<file path="config.mk">
export PLATFORM = sky130hd
export DESIGN_NAME = temp_reg_stack
export DESIGN_NICKNAME = d
export VERILOG_FILES = /design/src/rtl/temp_reg_stack.sv
export SDC_FILE = /design/constraint.sdc
export NUM_CORES = 1
export LEC_CHECK = 0
export ABC_AREA = 1
export CORE_MARGIN = 2
export CORE_UTILIZATION = 61
export CTS_BUF_LIST = sky130_fd_sc_hd__clkbuf_4
export DETAILED_ROUTE_END_ITERATION = 10
export PLACE_DENSITY = 0.82
export REMOVE_ABC_BUFFERS = 1
export SYNTH_ARGS = -nofsm -noshare
export SYNTH_HDL_FRONTEND = slang
export SYNTH_SLANG_ARGS = --single-unit
</file>
<file path="constraint.sdc">
create_clock -name clk -period 3.85 [get_ports clk]
set_clock_uncertainty 0.2 [all_clocks]
set_input_delay 1.155 -clock clk [delete_from_list [all_inputs] [get_ports clk]]
set_output_delay 1.155 -clock clk [all_outputs]
set_load 0.005 [all_outputs]
</file>
<file path="src/rtl/temp_reg_stack.sv">
// temp_reg_stack: microcode temp register with byte-enabled writes and a DEPTH-level save/restore LIFO.
// Define TEMP_REG_STACK_ERR_EN to build the sticky overflow/underflow flags.
module temp_reg_stack #(
    parameter int WIDTH = 16,
    parameter int DEPTH = 4,
    parameter logic [WIDTH-1:0] RESET_VAL = '0,
    localparam int NB = WIDTH / 8,
    localparam int LW = $clog2(DEPTH + 1)
) (
    input  logic             clk,
    input  logic             reset,
    input  logic [WIDTH-1:0] wr_val,
    input  logic             wr_en,
    input  logic [NB-1:0]    wr_be,
    input  logic             push,
    input  logic             pop,
    input  logic             err_clr,
    output logic [WIDTH-1:0] val,
    output logic [LW-1:0]    level,
    output logic             empty,
    output logic             full,
    output logic             overflow,
    output logic             underflow
);
    // Storage is sized to the index range so level can address it without truncation.
    logic [WIDTH-1:0] mem [2**LW];
    logic [WIDTH-1:0] merged;
    logic [LW-1:0]    top_idx;
    logic             do_push, do_pop, wr_top;

    for (genvar k = 0; k < NB; k++) begin : g_lane
        assign merged[8*k +: 8] = wr_be[k] ? wr_val[8*k +: 8] : val[8*k +: 8];
    end

    assign empty   = level == '0;
    assign full    = level == LW'(DEPTH);
    assign top_idx = level - 1'b1;
    assign do_push = push & ~pop & ~full;
    assign do_pop  = pop & ~push & ~empty;
    // A lone pop (successful or not) swallows any write in the same cycle.
    assign wr_top  = wr_en & ~(pop & ~push);

    always_ff @(posedge clk or posedge reset) begin
        if (reset) begin
            val   <= RESET_VAL;
            level <= '0;
        end else begin
            val   <= do_pop ? mem[top_idx] : wr_top ? merged : val;
            level <= do_push ? level + 1'b1 : do_pop ? top_idx : level;
        end
    end

    always_ff @(posedge clk) begin
        if (do_push) mem[level] <= val;
    end

`ifdef TEMP_REG_STACK_ERR_EN
    logic ovf_ev, unf_ev;
    assign ovf_ev = push & ~pop & full;
    assign unf_ev = pop & ~push & empty;

    always_ff @(posedge clk or posedge reset) begin
        if (reset) begin
            overflow  <= 1'b0;
            underflow <= 1'b0;
        end else begin
            overflow  <= ovf_ev | (overflow & ~err_clr);
            underflow <= unf_ev | (underflow & ~err_clr);
        end
    end
`else
    logic unused_err_clr;
    assign unused_err_clr = err_clr;
    assign overflow       = 1'b0;
    assign underflow      = 1'b0;
`endif
endmodule
</file>
Word level (Yosys, flattened, before mapping)
Memories as Yosys holds them, arrays and structs flattened.
Index checks and enable logic that the tools add are counted.
{"block": "op_classes", "reduce_logical": 7, "muxes": 8, "add_sub_neg": 2, "n_bitwise": 10, "eq_ne": 1}
{"operator": "2-to-1 mux 16 bit", "n": 2}
{"operator": "2-to-1 mux 8 bit", "n": 2}
{"operator": "nonzero test 2 bit", "n": 4}
{"operator": "2-to-1 mux 3 bit", "n": 2}
{"operator": "AND 1 bit", "n": 5}
{"operator": "inverter 1 bit", "n": 5}
{"operator": "AND reduction 2 bit", "n": 2}
{"operator": "adder 3 x 1 -> 3 bit (second input constant)", "n": 1}
{"operator": "== test 3 bit (second input constant)", "n": 1}
{"operator": "logical NOT 3 bit", "n": 1}
{"operator": "subtractor 3 x 1 -> 3 bit (second input constant)", "n": 1}
{"operator": "2-to-1 mux 1 bit", "n": 2}
{"block": "word_totals", "ramBits": 128, "out_inout_bits": 23, "mem_count": 1, "reg_bits": 19}
{"memory": "mem", "depth": 8, "word_bits": 16, "rd": 1, "rd_ports_with_merged_regs": 0, "write_ports": 1, "line_no": "26", "text": "logic [WIDTH-1:0] mem [2**LW];"}

Depth between registers and ports, before layout
Gate-level depths: netlist of the first run.
{"block": "depth", "depth_word": 6, "mapped_depth": 13, "ltp_nobuf": 10}

Least setup slack after synthesis of the first run
No wires, ideal clock.
{"block": "synth_timing", "kind": "input to register", "start": "in pop", "end": "mem mem[0][0] (enable)", "setup_time_ps": 388, "t_required_ps": 3262, "path_slack_ps": 1046, "t_arrival_ps": 2215, "stages": 5, "cell_sequence": "inv_1 > nand3_1 > inv_1 > nand2_1 > nor2_1"}
{"block": "synth_between", "elab_chain_cells": 5}
{"item": "from (decl)", "line_no": "16", "text": "input logic pop,"}
{"item": "inverter 1 bit", "line_no": "38", "text": "assign do_push = push & ~pop & ~full;"}
{"item": "AND 1 bit (2 in a row)", "line_no": "38"}
{"item": "2-to-1 mux 1 bit", "line_no": "54", "text": "if (do_push) mem[level] <= val;"}
{"item": "2-to-1 mux 1 bit (implied by the code)", "line_no": "54"}
{"item": "to (decl)", "line_no": "26"}
Every way passes these cells.

Worst setup path after layout of the first run
{"block": "layout_timing", "start": "reg level[1]", "end": "out full"}
{"block": "layout_between", "elab_chain_cells": 1}
{"item": "from (decl)", "line_no": "19", "text": "output logic [LW-1:0] level,"}
{"item": "from (signal assigned)", "line_no": "49", "text": "level <= do_push ? level + 1'b1 : do_pop ? top_idx : level;"}
{"item": "== test 3 bit", "line_no": "36", "text": "assign full = level == LW'(DEPTH);"}
{"item": "to (decl)", "line_no": "21", "text": "output logic full,"}
Every way passes these cells.

==> reports/qor.yml, run 1 <==
drt:
  drc_errors: 0
  via_per_inst: 5.35
  wl_per_cell_um: 16.7
  vias: 4812
  wl_mm: 15.0
  drt_iter0_markers: 523
  ant_nets: 0
  dr.pass1.iters: 6
clock_network:
  cts_tree: "built"
  cts.hold.buffers_added: 0
  root_buffer: "clkbuf_4"
  cts_buffer_depth: 2
  clock-sinks: 147
  post-cts-setup-buffers: 0
  post_cts_resize_count: 0
  numCtsBuffers: 17
  clock_latency_ns: 0.57
  path_clk_slew_ns: 0.11
  htree_levels: 4
final_layout:
  final_util: 0.705
  antenna_cells: 0
  nets: 774
  layout_commonest_cell: "nand2_1"
  final_cell_mix: "nand2_1 (221), inv_1 (153), edfxtp_1 (128)"
  stdcell_count: 900
  areaGrowthSynthToFinish_pct: 12.9
  fillCellCount: 739
  drive_gt1_frac: 0.0776
floorplanning:
  start_util: 0.624
  die_y_um: 109
  dieArea_um2: 11900
  die_w_um: 109
  rows: 38
  core_um2: 10800
  pin_count: 47
job:
  maxCapViolations: 0
worst_hold_path:
  worst_hold_path.num_cells: 0
  hp-start: "val[8]"
  hold_end: "mem[1][8]"
  hold_class: "reg2reg"
synthesis:
  synth_area_leaders: "edfxtp_1 (57%), nand2_1 (12%), inv_1 (8.5%)"
  avgSynthCellArea_um2: 9.70
  yosysWarnings: 0
  syn_area_um2: 6740
  seq_area_frac_synth: 0.641
  synth_compound_area_frac: 0.0150
  yosysTopAreaCell: "edfxtp_1"
  muxShareOfSynthArea: 0
  synth_fa_ha_area_frac: 0.00557
  synth_xor_area_frac: 0.00260
  yosys.area_share.simple: 0.221
  syn-instance-count: 695
  ys_ff_latch: 147
  netlist.area_leader.share: 0.570
  synth_top_family_by_area: "simple AND/OR/NAND/NOR gates"
  yosysUniqueCellTypes: 24
placement:
  io_buffer_count: 43
  placed_cells: 868
  place_congestion: 0.788
  hpwlAfterDp_mm: 8.50
  pre_cts_slack_ns: 0.744
run_status:
  outcome: "finished, final reports clean"
critical_path:
  rrSetupSlack_ns: 1.14
  cp_slowest_stage_delay_ns: 0.49
  timing.rr.start: "level[0]"
  crit_buf_inv: 3
  critPathKind: "reg2out"
  crit_arrival_ns: 2.09
  cpMaxStageDelayCell: "clkdlybuf4s50_1"
  endpoint_kind: "output port"
  path_cells: "inv_1 -> ha_1 -> nand2_1 -> inv_1 -> clkdlybuf4s50_1"
  reg2regPathDepth: 11
  cp.required_ns: 2.49
  r2r_end: "val[7]"
  crit_fanout: 5
  crit_family: "buffers and inverters"
  crit_path_frequent_cell: "inv_1"
  crit_path_start_kind: "register"
grt:
  grt_pass1_wl_mm: 23.6
  grt_use_total: 0.275
  overflow: 0
  antenna_found_initial: 0
  grt_max_degree: 67
  first_global_vias: 4755
timing:
  relSlewSlack: 0.498
  max_freq_mhz: 291
  worst_pin_slew_ns: 0.753
  fin_crit_sh: 0.894
  setup_viol: 0
  rsz0062_at_grt: "no"
  setup_slack_ns: 0.409
  min_period_ns: 3.44
  hold_viol_final: 0
  final_max_slew_viol_count: 0
power:
  vdd_ir_drop_max_mv: 0.802
  leakagePower_nw: 3.50
  power_density_nw_per_um2: 720
[synthesized netlist by cell type, drive strengths merged]
cell and instances:
o21ai 19, or2 16, nand3 83, conb 1, nand2 227, edfxtp 128
xor2 2, o22ai 1, buf 24, ha 3, nor2 12, inv 156
dfrtp 19, clkbuf 4
[metrics by stage]
stage               area (um2)  TNS, ns  total power (W)  hold slack (ns)
floorplan                 6570   -61.16          0.00362            0.375
global placement          7300        0          0.00433            0.405
detailed placement        7300        0          0.00442            0.422
CTS                       7610        0          0.00546            0.440
global route              7610        0          0.00580            0.482
finish                    7610        0          0.00548            0.438
[where the power goes]
part | switching, W | total, W | leakage (nW) | internal [W]
combinational | 0.00131 | 0.00204 | 1.96 | 0.000734
sequential | 0.000257 | 0.00239 | 1.37 | 0.00213
clock | 0.000533 | 0.00105 | 0.171 | 0.000518
total | 0.00209 | 0.00548 | 3.50 | 0.00338
[worst reg2reg max path, delay by kind of cell (launching register included)]
kind	cells	cell delay [ns]
adders and majority gates	1	0.35
and+or+nand+nor	6	0.83
DFF	1	0.49
buffers and inverters	4	0.80
[routing by layer]
metal,routed length (um),part of all wire,global-route usage
met5,0,0,0
met4,416,0.028,0.123
met2,7600,0.50,0.457
met3,1380,0.091,0.0610
met1,5660,0.38,0.347
[final cells by class]
type,instances,area [um2],area share
sequential,147,4320,0.568
multi-input combinational,365,1650,0.217
inverter,156,593,0.0780
timing repair buffer,60,558,0.0734
tap,140,175,0.0230
clock inverter,13,165,0.0217
clock buffer,19,143,0.0188
[cells by family after synthesis]
kind of cell,after synthesis
compound gates,20
xor+xnor,2
fa+ha+maj,3
buf+inv,184
flops,147
other cells,1
simple gates,338
[worst max-delay path by stage]
stage / start / endpoint / cells after the start / slack [ns]
2_1_floorplan: level[0] / val[0] / 9 / -0.48
3_3_place_gp: push / val[10] / 8 / 0.81
3_5_place_dp: push / val[3] / 8 / 0.74
4_1_cts: level[1] / full / 5 / 0.41
5_1_grt: level[1] / full / 5 / 0.31
6_report: level[1] / full / 5 / 0.41
[sequential cells by signal, summed over array words and instances (netlist names)]
register and count:
mem 128, val 16, level 3
(Power assumes the default switching activity.)
==> run 2: changes to the inputs <==
Settings changed: TNS_END_PERCENT from default to 5.
==> results of run 2 <==
Final layout, timing and power as in run 1 (identical DEF).
